File: src/rtl/keypad_scanner.sv
// 4x4 active-low matrix keypad scanner: row drive, column sync/debounce, one event per press.
// Optional auto-repeat while a key stays down is enabled by defining KEY_REPEAT_EN.
module keypad_scanner #(
  parameter int unsigned SCAN_DIV     = 1000,
  parameter int unsigned DEBOUNCE_CNT = 4,
  parameter int unsigned REPEAT_DELAY = 200,
  parameter int unsigned REPEAT_RATE  = 50
) (
  input  logic       clk,
  input  logic       reset,
  input  logic [3:0] col_in,
  output logic [3:0] row_out,
  output logic [3:0] keypad_out,
  output logic       keypad_enable_out,
  output logic       key_held
);

  localparam int unsigned SlotW = $clog2(SCAN_DIV);
  localparam int unsigned DbW   = $clog2(DEBOUNCE_CNT + 1);

  if (SCAN_DIV < 2 || DEBOUNCE_CNT < 1 || REPEAT_DELAY < 1 || REPEAT_RATE < 1) begin : g_bad_params
    $error("keypad_scanner: parameter out of range");
  end

  typedef enum logic [1:0] {StScan, StDebounce, StPressed, StRelease} state_e;

  state_e           state;
  logic [3:0]       col_s1, col_s2;
  logic [SlotW-1:0] slot_cnt;
  logic [1:0]       row_idx;
  logic [3:0]       col_pat;
  logic [DbW-1:0]   db_cnt;
  logic             sample;

  assign sample  = (slot_cnt == SlotW'(SCAN_DIV - 1));
  assign row_out = ~(4'b0001 << row_idx);

  function automatic logic single_low(input logic [3:0] c);
    return c inside {4'b1110, 4'b1101, 4'b1011, 4'b0111};
  endfunction

  function automatic logic [1:0] col_index(input logic [3:0] pat);
    case (pat)
      4'b1101: return 2'd1;
      4'b1011: return 2'd2;
      4'b0111: return 2'd3;
      default: return 2'd0;
    endcase
  endfunction

`ifdef KEY_REPEAT_EN
  localparam int unsigned RptMax = (REPEAT_DELAY > REPEAT_RATE) ? REPEAT_DELAY : REPEAT_RATE;
  localparam int unsigned RptW   = $clog2(RptMax + 1);

  logic [RptW-1:0] rpt_cnt;
  logic [RptW-1:0] rpt_next;
  logic            rpt_armed;   // first repeat already emitted, now using REPEAT_RATE
  logic            rpt_fire;

  assign rpt_next = rpt_cnt + 1'b1;
  assign rpt_fire = rpt_armed ? (rpt_next == RptW'(REPEAT_RATE))
                              : (rpt_next == RptW'(REPEAT_DELAY));
`endif

  always_ff @(posedge clk or posedge reset) begin
    if (reset) begin
      col_s1   <= 4'b1111;
      col_s2   <= 4'b1111;
      slot_cnt <= '0;
    end else begin
      col_s1   <= col_in;
      col_s2   <= col_s1;
      slot_cnt <= sample ? '0 : slot_cnt + 1'b1;
    end
  end

  always_ff @(posedge clk or posedge reset) begin
    if (reset) begin
      state             <= StScan;
      row_idx           <= 2'd0;
      col_pat           <= 4'b1111;
      db_cnt            <= '0;
      keypad_out        <= 4'd0;
      keypad_enable_out <= 1'b0;
      key_held          <= 1'b0;
`ifdef KEY_REPEAT_EN
      rpt_cnt           <= '0;
      rpt_armed         <= 1'b0;
`endif
    end else begin
      keypad_enable_out <= 1'b0;
      unique case (state)
        StScan: begin
          if (sample) begin
            if (single_low(col_s2)) begin
              state   <= StDebounce;
              col_pat <= col_s2;
              db_cnt  <= DbW'(1);
            end else begin
              row_idx <= row_idx + 2'd1;
            end
          end
        end
        StDebounce: begin
          if (db_cnt == DbW'(DEBOUNCE_CNT)) begin
            state             <= StPressed;
            keypad_out        <= {row_idx, col_index(col_pat)};
            keypad_enable_out <= 1'b1;
            key_held          <= 1'b1;
`ifdef KEY_REPEAT_EN
            rpt_cnt           <= '0;
            rpt_armed         <= 1'b0;
`endif
          end else if (sample) begin
            if (col_s2 == col_pat) begin
              db_cnt <= db_cnt + 1'b1;
            end else begin
              state   <= StScan;
              row_idx <= row_idx + 2'd1;
            end
          end
        end
        StPressed: begin
          if (sample) begin
            if (col_s2 == 4'b1111) begin
              state  <= StRelease;
              db_cnt <= DbW'(1);
            end
`ifdef KEY_REPEAT_EN
            else if (rpt_fire) begin
              rpt_cnt           <= '0;
              rpt_armed         <= 1'b1;
              keypad_enable_out <= !keypad_enable_out;  // never two strobes back to back
            end else begin
              rpt_cnt <= rpt_next;
            end
`endif
          end
        end
        StRelease: begin
          if (db_cnt == DbW'(DEBOUNCE_CNT)) begin
            state    <= StScan;
            key_held <= 1'b0;
            row_idx  <= row_idx + 2'd1;
          end else if (sample) begin
            if (col_s2 == 4'b1111) begin
              db_cnt <= db_cnt + 1'b1;
            end else begin
              state <= StPressed;
            end
          end
        end
        default: state <= StScan;
      endcase
    end
  end

endmodule

File: config.mk
export PLATFORM = sky130hd
export DESIGN_NAME = keypad_scanner
export DESIGN_NICKNAME = d
export VERILOG_FILES = /design/src/rtl/keypad_scanner.sv
export SDC_FILE = /design/constraint.sdc
export NUM_CORES = 1
export LEC_CHECK = 0
export CAP_MARGIN = 30
export CORE_UTILIZATION = 50
export CTS_CLUSTER_DIAMETER = 40
export DETAILED_ROUTE_END_ITERATION = 7
export PLACE_DENSITY = 0.8
export SYNTH_ARGS = -nofsm -noshare
export SYNTH_HDL_FRONTEND = slang
export SYNTH_SLANG_ARGS = --single-unit
File: constraint.sdc
create_clock -name clk -period 1.8 [get_ports clk]
set_input_delay 0.36 -clock clk [delete_from_list [all_inputs] [get_ports clk]]
set_output_delay 0.36 -clock clk [all_outputs]
set_load 0.02 [all_outputs]
==> reports/results.tsv <==
stage	metric	value	unit
run_status	outcome	finished with violations	
run_status	violations	negative setup slack	
drt	wirelength	3.208	mm
drt	first_pass_iters	4	
place	port_buffers	15	
drt	dr.max_layer_used	met4	
finish	area_delta_synth_final	25.61	%
critical_path	regToRegSetupSlack	-30	ps
timing	rsz0062_at_grt	yes	
place	place_hpwl	2.184	mm
synthesis	ys_async_sr_fraction	100.0	%
global_route	grt_pass1_vias	1216	
drt	met1_length	1.456	mm
clock_tree	cts_buffers	5	
timing	fin_ws	-34.28	ps
drt	antenna_left	0	
global_route	grt-ovfl-total	0	
place	place_congestion	0.8626	
die	start_util	54.20	%
timing	drv_slew	0	
synthesis	synthTopCellsByArea	dfrtp_1, dfstp_2, ha_1	
place	post-place-ws	-58.82	ps
synthesis	yosysTopAreaCell	dfrtp_1	
clock_tree	htree_levels	2	
die	core_area	0.003128	mm²
timing	worst_pin_slew	450.5	ps
drt	drt_first_iter_violations	40	
critical_path	cp_max_fo	2	
clock_tree	clkSinkCount	35	
synthesis	synth_top_area_share	33.95	%
synthesis	syn_nets	167	
drt	wl_met3	135	µm
synthesis	yosysWarnings	0	
synthesis	synthFlopType	dfrtp_1	
timing	fmax	545.2	MHz
finish	drive_gt1_share	31.22	%
clock_tree	clockRootBuffer	clkbuf_4	
finish	fill_cells	226	
die	pin_count	16	
worst_hold_path	min_from	col_s1[3]	
timing	hold_violations	0	
drt	routedWlPerCell	13.77	µm
global_route	grt_use_total	21.16	%
global_route	grt_antenna_before_repair	0	
clock_tree	tritoncts	done	
critical_path	reg2reg_from	slot_cnt[0]	
critical_path	worst-endpoint-arrival	2070	ps
timing	relSlewSlack	69.97	%
critical_path	criticalPathCategory	register to register	
critical_path	cpPeakStageDelay	380	ps
finish	diodes	0	
critical_path	required	2040	ps
clock_tree	clock_latency	340	ps
drt	route.detailed.drc	0	
synthesis	syn-cell-area	0.001695	mm²
synthesis	yosys_register_bits	35	
pwr	ir_drop	0.4519	mV
drt	wl_met2	1.566	mm
synthesis	ys_seq_area_share	52.55	%
flow_run	maxCapViolCount	0	
timing	skew	9.224	ps
global_route	grt_max_degree	36	
worst_hold_path	hold_path_class	register to register	
critical_path	endpoint_kind	register	
synthesis	synth_cell_types	45	
pwr	p_per_area	638.1	mW/mm²
timing	fin_crit_sh	101.9	%
synthesis	yosys.cell_count.top_type	dfrtp_1	
drt	via_count	1232	
critical_path	path_cells	ha_2 -> nand4b_1 -> nor4_4 -> nand3b_1 -> a211o_1 -> mux2_4	
die	die-area	0.003628	mm²
critical_path	start_kind	register	
clock_tree	cts_buffer_depth	2	
critical_path	cp-startpoint	slot_cnt[0]	
finish	nNetsFinal	201	
critical_path	crit_slowest_cell	dfrtp_1	
drt	vias_per_cell	5.288	
timing	setup_viol	1	
synthesis	synth_edf_count	0	
timing	period_minus_slack	1834	ps
pwr	p_leak	0.001005	µW
synthesis	avgSynthCellArea	11.01	µm²
die	fp-row-count	20	
synthesis	synth_commonest_cells	dfrtp_1, nand2_1, inv_1, dfstp_2, o21ai_0	
global_route	grt_pass1_wl	5.485	mm
die	fp.dieH	60.23	µm
clock_tree	clk_pin_slew_worst_paths	110	ps
die	die_w	60.23	µm
pwr	power	1359	µW
synthesis	synthCells	154	
## layer usage
metal,vias up,track usage (%)
met5,-,0
met4,0,7.641
met3,7,6.710
met2,26,34.69
met1,595,26.02
li1,604,-
## critical path: cells and delay by family, from the launching register on
| kind | cells | cell delay [ps] |
|---|---|---|
| and+or+nand+nor | 3 | 500 |
| DFF | 1 | 380 |
| AOI/OAI and AO/OA | 1 | 360 |
| muxes | 1 | 310 |
| adders and majority gates | 1 | 190 |
## final timing paths
kind / to / depth (start not counted)
max: row_idx[1] / 6
min: col_s2[3] / 0
min reg2reg: col_s2[3] / 0
max in group asynchronous: col_s2[0] / 3
max reg2reg: row_idx[1] / 6
min in group asynchronous: row_idx[1] / 3
## cells in the final DEF (no fill, tap or decap), drive strengths merged, types with 2 or more instances in the layout
master	count
a21oi	2
a22o	2
buf	18
clkbuf	11
clkdlybuf4s50	11
dfrtp	23
dfstp	12
ha	7
inv	13
mux2	5
nand2	14
nand2b	3
nand3	9
nand4	2
nand4b	3
nor2	8
nor4	2
o21ai	9
o41ai	2
xnor2	6
xor2	7
## sequential cells by signal (all words and copies together) (netlist names)
register / cells
row_idx: 2
slot_cnt: 10
keypad_out: 4
col_s1: 4
keypad_enable_out: 1
col_s2: 4
db_cnt: 3
key_held: 1
col_pat: 4
state: 2
## final cells by class
type                       count  area (µm²)  share of cell area, %
sequential                    35       890.9                  41.83
multi-input combinational    100       793.3                  37.25
timing repair buffer          33       272.8                  12.81
clock buffer                   8       68.82                  3.231
tap                           44       55.05                  2.585
inverter                      13       48.80                  2.291
## power by group
group	switching [µW]	total (µW)	internal [µW]	leakage, µW
clock	252	482	230	0.0000386
combinational	32.0	63.8	31.8	0.000534
sequential	10.1	813	803	0.000432
## through the flow
stage          util (%)  cell area (µm²)  hold slack, ps  cells  TNS, ps
3_3_place_gp      61.96             1938           346.2    216   -1.735
3_5_place_dp      61.96             1938           347.5    216   -196.6
6_report          68.08             2130           360.8    233   -34.28
2_1_floorplan         -             1695           345.2    154        0
5_1_grt           68.08             2130           364.9    233   -554.4
4_1_cts           66.36             2076           361.7    229   -38.65
## repair_timing
item                                    CTS  global route
endpoints found under the setup margin   15            17
pin swaps                                 4             6
hold endpoints to repair                  0             0
hold buffers                              0             0
buffers inserted                          5             4
gates resized for setup                  11            17
## cell families (layout without fill, tap and decap cells)
| logic type | Yosys count | after routing | share of synthesized area [%] |
|---|---|---|---|
| AOI/OAI and AO/OA | 25 | 25 | 10.85 |
| xor gates and xnor gates | 13 | 13 | 6.716 |
| adders and majority gates | 7 | 7 | 5.166 |
| buffers and inverters | 19 | 54 | 4.649 |
| DFF | 35 | 35 | 52.55 |
| muxes | 6 | 6 | 4.132 |
| and+or+nand+nor | 49 | 49 | 15.94 |
(Power assumes the default switching activity.)
